$ cat src/rtl/pad_pkg.sv
// Shared types and constants for the NES pad reader.
// Button positions match the order bits arrive on the serial link.
package pad_pkg;

  typedef enum logic [2:0] {
    IDLE,
    LATCH,
    CLK_LO,
    CLK_HI,
    DONE
  } pad_state_t;

  localparam int BTN_A      = 0;
  localparam int BTN_B      = 1;
  localparam int BTN_SELECT = 2;
  localparam int BTN_START  = 3;
  localparam int BTN_UP     = 4;
  localparam int BTN_DOWN   = 5;
  localparam int BTN_LEFT   = 6;
  localparam int BTN_RIGHT  = 7;

  localparam int NUM_BUTTONS = 8;

endpackage

$ cat src/rtl/pad_if.sv
// Pad reader bundle: controller wire link plus the CPU-side button vector.
// master = reader, slave = controller/CPU side (or a testbench).
interface pad_if;

  logic       enable;
  logic       pad_data_in;
  logic       pad_latch;
  logic       pad_clk;
  logic [7:0] buttons;
  logic       buttons_valid;

  modport master (
    input  enable,
    input  pad_data_in,
    output pad_latch,
    output pad_clk,
    output buttons,
    output buttons_valid
  );

  modport slave (
    output enable,
    output pad_data_in,
    input  pad_latch,
    input  pad_clk,
    input  buttons,
    input  buttons_valid
  );

endinterface

$ cat src/rtl/pad_sync.sv
// Two-flop synchronizer for the asynchronous pad data line.
// Resets to 1 so an unscanned line reads as "released".
module pad_sync (
  input  logic clk,
  input  logic reset_n,
  input  logic d,
  output logic q
);

  logic meta;

  always_ff @(posedge clk) begin
    if (!reset_n) begin
      meta <= 1'b1;
      q    <= 1'b1;
    end else begin
      meta <= d;
      q    <= meta;
    end
  end

endmodule

$ cat src/rtl/pad_reader.sv
// Periodic NES/SNES controller scanner producing an atomically updated button vector.
//
//  state  | meaning
//  -------+---------------------------------------------------------------
//  IDLE   | latch low, clock high; wait for poll counter wrap with enable
//  LATCH  | latch high for two ticks, then sample bit 0
//  CLK_LO | shift clock low for one tick
//  CLK_HI | shift clock high for one tick, sample bit at end of tick
//  DONE   | publish inverted shift register, pulse buttons_valid
module pad_reader
  import pad_pkg::*;
#(
  parameter int TICK_DIV = 128,
  parameter int POLL_DIV = 65536,
  parameter int NUM_BITS = 8
) (
  input  logic   clk,
  input  logic   reset_n,
  pad_if.master  bus
);

  localparam int TICK_W = $clog2(TICK_DIV);
  localparam int POLL_W = $clog2(POLL_DIV);
  localparam int IDX_W  = (NUM_BITS > 1) ? $clog2(NUM_BITS) : 1;

  localparam logic [TICK_W-1:0] TICK_LAST = TICK_W'(TICK_DIV - 1);
  localparam logic [POLL_W-1:0] POLL_LAST = POLL_W'(POLL_DIV - 1);
  localparam logic [IDX_W-1:0]  IDX_LAST  = IDX_W'(NUM_BITS - 1);

  pad_state_t          state;
  pad_state_t          state_next;
  logic [TICK_W-1:0]   tick_cnt;
  logic [POLL_W-1:0]   poll_cnt;
  logic [IDX_W-1:0]    bit_idx;
  logic                latch_second;
  logic [NUM_BITS-1:0] shift;
  logic                data_sync;
  logic                tick_end;
  logic                scanning;

  logic [7:0]          buttons_q;
  logic                valid_q;
  logic                latch_q;
  logic                pclk_q;

  pad_sync u_sync (
    .clk     (clk),
    .reset_n (reset_n),
    .d       (bus.pad_data_in),
    .q       (data_sync)
  );

  assign tick_end = (tick_cnt == TICK_LAST);
  assign scanning = (state == LATCH) || (state == CLK_LO) || (state == CLK_HI);

  always_ff @(posedge clk) begin
    if (!reset_n) state <= IDLE;
    else          state <= state_next;
  end

  always_comb begin
    state_next = state;
    case (state)
      IDLE: begin
        if (bus.enable && (poll_cnt == '0)) state_next = LATCH;
      end
      LATCH: begin
        if (tick_end && latch_second) state_next = (NUM_BITS == 1) ? DONE : CLK_LO;
      end
      CLK_LO: begin
        if (tick_end) state_next = CLK_HI;
      end
      CLK_HI: begin
        if (tick_end) state_next = (bit_idx == IDX_LAST) ? DONE : CLK_LO;
      end
      DONE:    state_next = IDLE;
      default: state_next = IDLE;
    endcase
  end

  always_ff @(posedge clk) begin
    if (!reset_n) begin
      tick_cnt     <= '0;
      poll_cnt     <= '0;
      bit_idx      <= '0;
      latch_second <= 1'b0;
      shift        <= '1;
      buttons_q    <= 8'h00;
      valid_q      <= 1'b0;
      latch_q      <= 1'b0;
      pclk_q       <= 1'b1;
    end else begin
      if (!bus.enable)               poll_cnt <= '0;
      else if (poll_cnt == POLL_LAST) poll_cnt <= '0;
      else                            poll_cnt <= poll_cnt + 1'b1;

      if (scanning && !tick_end) tick_cnt <= tick_cnt + 1'b1;
      else                       tick_cnt <= '0;

      // Pad pins are registered from next state so they never glitch on decode.
      latch_q <= (state_next == LATCH);
      pclk_q  <= (state_next != CLK_LO);

      valid_q <= (state == DONE);
      if (state == DONE) buttons_q <= ~shift[7:0];

      case (state)
        IDLE: begin
          bit_idx      <= '0;
          latch_second <= 1'b0;
        end
        LATCH: begin
          if (tick_end) begin
            latch_second <= 1'b1;
            if (latch_second) begin
              shift[0] <= data_sync;
              bit_idx  <= IDX_W'(1);
            end
          end
        end
        CLK_HI: begin
          if (tick_end) begin
            shift[bit_idx] <= data_sync;
            bit_idx        <= bit_idx + 1'b1;
          end
        end
        default: ;
      endcase
    end
  end

  assign bus.buttons       = buttons_q;
  assign bus.buttons_valid = valid_q;
  assign bus.pad_latch     = latch_q;
  assign bus.pad_clk       = pclk_q;

endmodule

$ cat src/flat_wrapper.sv
// flat-port wrapper written by rule: the top's interface ports become plain ports
module pad_reader_flat import pad_pkg::*;
#(
  parameter int TICK_DIV = 128,
  parameter int POLL_DIV = 65536,
  parameter int NUM_BITS = 8
)
  (clk, reset_n, bus_enable, bus_pad_data_in, bus_pad_latch, bus_pad_clk, bus_buttons, bus_buttons_valid);
  pad_if bus_i ();
  input  logic clk;
  input  logic reset_n;
  input wire logic [$bits(bus_i.enable)-1:0] bus_enable;
  input wire logic [$bits(bus_i.pad_data_in)-1:0] bus_pad_data_in;
  output wire logic [$bits(bus_i.pad_latch)-1:0] bus_pad_latch;
  output wire logic [$bits(bus_i.pad_clk)-1:0] bus_pad_clk;
  output wire logic [$bits(bus_i.buttons)-1:0] bus_buttons;
  output wire logic [$bits(bus_i.buttons_valid)-1:0] bus_buttons_valid;
  assign bus_i.enable = bus_enable;
  assign bus_i.pad_data_in = bus_pad_data_in;
  assign bus_pad_latch = bus_i.pad_latch;
  assign bus_pad_clk = bus_i.pad_clk;
  assign bus_buttons = bus_i.buttons;
  assign bus_buttons_valid = bus_i.buttons_valid;
  pad_reader #(.TICK_DIV(TICK_DIV), .POLL_DIV(POLL_DIV), .NUM_BITS(NUM_BITS)) u_core (.clk(clk), .reset_n(reset_n), .bus(bus_i));
endmodule
$ cat config.mk
export PLATFORM = sky130hd
export DESIGN_NAME = pad_reader_flat
export DESIGN_NICKNAME = d
export VERILOG_FILES = /design/src/rtl/pad_pkg.sv /design/src/rtl/pad_if.sv /design/src/rtl/pad_sync.sv /design/src/rtl/pad_reader.sv /design/src/flat_wrapper.sv
export SDC_FILE = /design/constraint.sdc
export NUM_CORES = 1
export LEC_CHECK = 0
export CORE_MARGIN = 4
export CORE_UTILIZATION = 56
export CTS_CLUSTER_DIAMETER = 200
export DETAILED_ROUTE_END_ITERATION = 12
export DONT_BUFFER_PORTS = 1
export GPL_ROUTABILITY_DRIVEN = 0
export PLACE_DENSITY_LB_ADDON = 0.08
export SYNTH_ARGS = -nofsm -noshare
export SYNTH_HDL_FRONTEND = slang
export SYNTH_SLANG_ARGS = --single-unit
$ cat constraint.sdc
create_clock -name clk -period 1.42 [get_ports clk]
set_input_delay 0.284 -clock clk [delete_from_list [all_inputs] [get_ports clk]]
set_output_delay 0.284 -clock clk [all_outputs]
set_load 0.03 [all_outputs]
==> impl_metrics.csv <==
group,metric,value,unit
power_and_ir_drop,power,2740,uW
layout,nNetsFinal,316,
place,dp_hpwl,3420,um
global_routing,grt_antenna_before_repair,0,
logic_synthesis,synth-warning-count,0,
logic_synthesis,ys_seq_area_share,44.3,%
die,die_height,72.1,um
setup_path,critical_path_class,"reg2reg",
timing,hold_viol,0,
timing,tightest_slew,0.330,ns
outcome,violations,"negative setup slack",
layout,seqCellArea,1040,um2
layout,n_fill_cell,265,
route,drt-wirelength-per-cell,15.4,um
logic_synthesis,ys_ff_latch,51,
global_routing,use_met2,36.2,%
layout,antenna_cells,0,
layout,multi_input_area,1420,um2
setup_path,r2r-end,"u_core.shift[4]",
global_routing,grtUsageMet1,26.6,%
layout,final_cell_count_no_fill,358,
min_path,hold_start,"reset_n",
timing,relSlewSlack,78.0,%
route,first_iter_violations,106,
logic_synthesis,synth_fp_nets,271,
logic_synthesis,syn-mean-instance-area,8.79,um2
logic_synthesis,yosys_most_used_dff,"dfxtp_1",
logic_synthesis,synth_cells,262,
timing,min_period_over_period,102,%
clocking,htree_levels,2,
layout,final_core_util,77.2,%
outcome,outcome,"finished with violations",
logic_synthesis,syn_area,2300,um2
route,vias,2040,
die,num_io_pins,15,
global_routing,grt_pass1_wl,8650,um
logic_synthesis,synth_edf_count,0,
place,dp_cells,343,
timing,period_minus_slack,1.45,ns
setup_path,required,1.67,ns
logic_synthesis,synth_top_area_cell,"dfxtp_1",
route,ant_nets,0,
clocking,root_buffer,"clkbuf_8",
layout,layout-drive-gt1-share,33.4,%
clocking,clock_latency,0.30,ns
global_routing,top_usage_layer,"met2",
route,dr.pass1.iters,4,
timing,setup_tns,-0.0321,ns
global_routing,grt_max_degree,31,
power_and_ir_drop,netSwitchingFraction,20.0,%
clocking,clkSinkCount,51,
clocking,clockBufferDepth,2,
die,die_area,5200,um2
logic_synthesis,async_flop_share,0,%
power_and_ir_drop,pwr-share-comb,3.8,%
die,num_rows,23,
timing,grt_setup_unrepaired,"true",
global_routing,grt_util_met3,4.43,%
setup_path,path_max_fanout,4,
global_routing,overflow,0,
power_and_ir_drop,power.internal,2190,uW
timing,setup_viol,2,
place,place_area,2660,um2
power_and_ir_drop,p_per_area,888,nW/um2
clocking,cts_tree,"yes",
power_and_ir_drop,p_leak,0.00130,uW
setup_path,start_kind,"flop",
min_path,hp-class,"in2reg",
setup_path,crit_path_end_kind,"flop",
logic_synthesis,synth_top_area_share,44.3,%
layout,stdcell_area,3090,um2
power_and_ir_drop,clockPowerShare,43.0,%
min_path,hold-path-endpoint,"u_core.shift[3]",
timing,layout_setup_ws,-0.0272,ns
timing,fmax,691,MHz
power_and_ir_drop,p_seq_share,53.3,%
clocking,path_clk_slew,0.09,ns
place,portBuffers,0,
route,routed_via_density,5.70,
layout,final_cell_mix,"buf_4 (44), dfxtp_1 (40), nor2_1 (29)",
power_and_ir_drop,netSwitchingPower,549,uW
global_routing,grt_pass1_vias,1883,
route,drc,0,
setup_path,rr_startpoint,"u_core.tick_cnt[0]",
clocking,cts_buffers,5,
die,start_util,57.6,%
global_routing,gr-usage-all-layers,21.0,%
logic_synthesis,synth_area_leaders,"dfxtp_1 (44%), nor2_1 (5.1%), xnor2_1 (4.9%)",
die,die_w,72.1,um
timing,finClkSkew,0.00393,ns
min_path,hold_depth,1,
setup_path,cp.arrival,1.70,ns
layout,synthToLayoutAreaGrowth,34.1,%
setup_path,crit_path_start,"u_core.tick_cnt[0]",
timing,drv_slew,0,
setup_path,r2r_cells,5,
route,wl,5510,um
die,coreArea,4000,um2
layout,layout_commonest_cell,"buf_4",
setup_path,rrSetupSlack,-0.03,ns
flow_run,maxCapViolCount,0,
power_and_ir_drop,ir_drop,0.637,mV
logic_synthesis,yosys.cell_types.count,43,
clocking,ctsHoldBuffers,0,
## logic make-up (layout without fill, tap and decap cells)
kind of cell	Yosys count	in the layout	synth area share (%)
compound gates	31	32	9.67
xor+xnor	18	18	6.84
fa+ha+maj	5	5	2.72
buf+inv	23	68	4.29
flops	51	51	44.3
mux	6	6	2.66
simple gates	128	128	29.5
## Yosys cell counts, drive strengths merged, types with 2 or more instances
master and count:
a41o 4, dfxtp 51, inv 11, o21ai 9, xor2 5, nor3b 3
a21oi 6, clkbuf 8, nand2 22, o211a 2, buf 4, o31ai 4
nor2 31, nor4 6, ha 5, nor3 9, and3b 2, nor4b 2
nand3 14, nand4 11, and3 7, and2 8, nand2b 4, nor2b 5
xnor2 13, mux2i 5
## layout make-up
cell class,instances,area share (%)
inverter,11,1.34
clock buffer,5,2.23
tap,50,2.03
timing repair buffer,49,12.5
sequential,51,33.7
clock inverter,3,2.19
multi-input combinational,189,46.0
## through the flow
step | hold slack [ns] | worst slack, ns
2_1_floorplan | 0.385 | 0.00268
3_3_place_gp | 0.350 | -0.0324
3_5_place_dp | 0.353 | -0.0484
4_1_cts | 0.0362 | -0.0149
5_1_grt | 0.0364 | -0.0772
6_report | 0.0466 | -0.0272
## power groups by stage
stage / registers (uW) / clock network, uW / logic (uW)
2_1_floorplan: 1490 / 0 / 61.6
3_3_place_gp: 1490 / 0 / 81.9
3_5_place_dp: 1490 / 0 / 82.3
4_1_cts: 1460 / 1200 / 86.8
5_1_grt: 1460 / 1260 / 113
6_report: 1460 / 1180 / 104
## worst max-delay path, cell delays in order, from the launching register on
cell and delay (ns):
dfxtp_2 0.36, ha_4 0.17, and3_4 0.23, nand3_4 0.08
or4b_4 0.49, nand3_2 0.08
## worst max path at each step
stage                     cells past startpoint                  to
final                                         5     u_core.shift[4]
after global routing                          5     u_core.shift[4]
after CTS                                     6   u_core.bit_idx[1]
after detailed placement                      5  u_core.bus.pad_clk
after global placement                        5  u_core.bus.pad_clk
after floorplan                               6     u_core.shift[4]
## sequential cells by signal, summed over array words and instances, names as in the netlist
signal,count
u_core.shift,8
u_core.bus.pad_latch,1
u_core.u_sync.meta,1
u_core.tick_cnt,7
u_core.state,3
u_core.bus.buttons,8
u_core.latch_second,1
u_core.bit_idx,3
u_core.u_sync.q,1
u_core.bus.buttons_valid,1
u_core.poll_cnt,16
u_core.bus.pad_clk,1
## layer usage
metal,vias up,share of wire (%)
met5,-,0
met1,976,46
met4,0,1.2
met2,52,49
met3,6,3.8
li1,1006,-
## repair_timing
item,CTS,global route
resized for setup,5,51
endpoints found under the setup margin,18,34
pin swaps,2,13
gates cloned,0,1
buffers inserted,1,5
No activity file was read; power rests on OpenSTA's default activity.
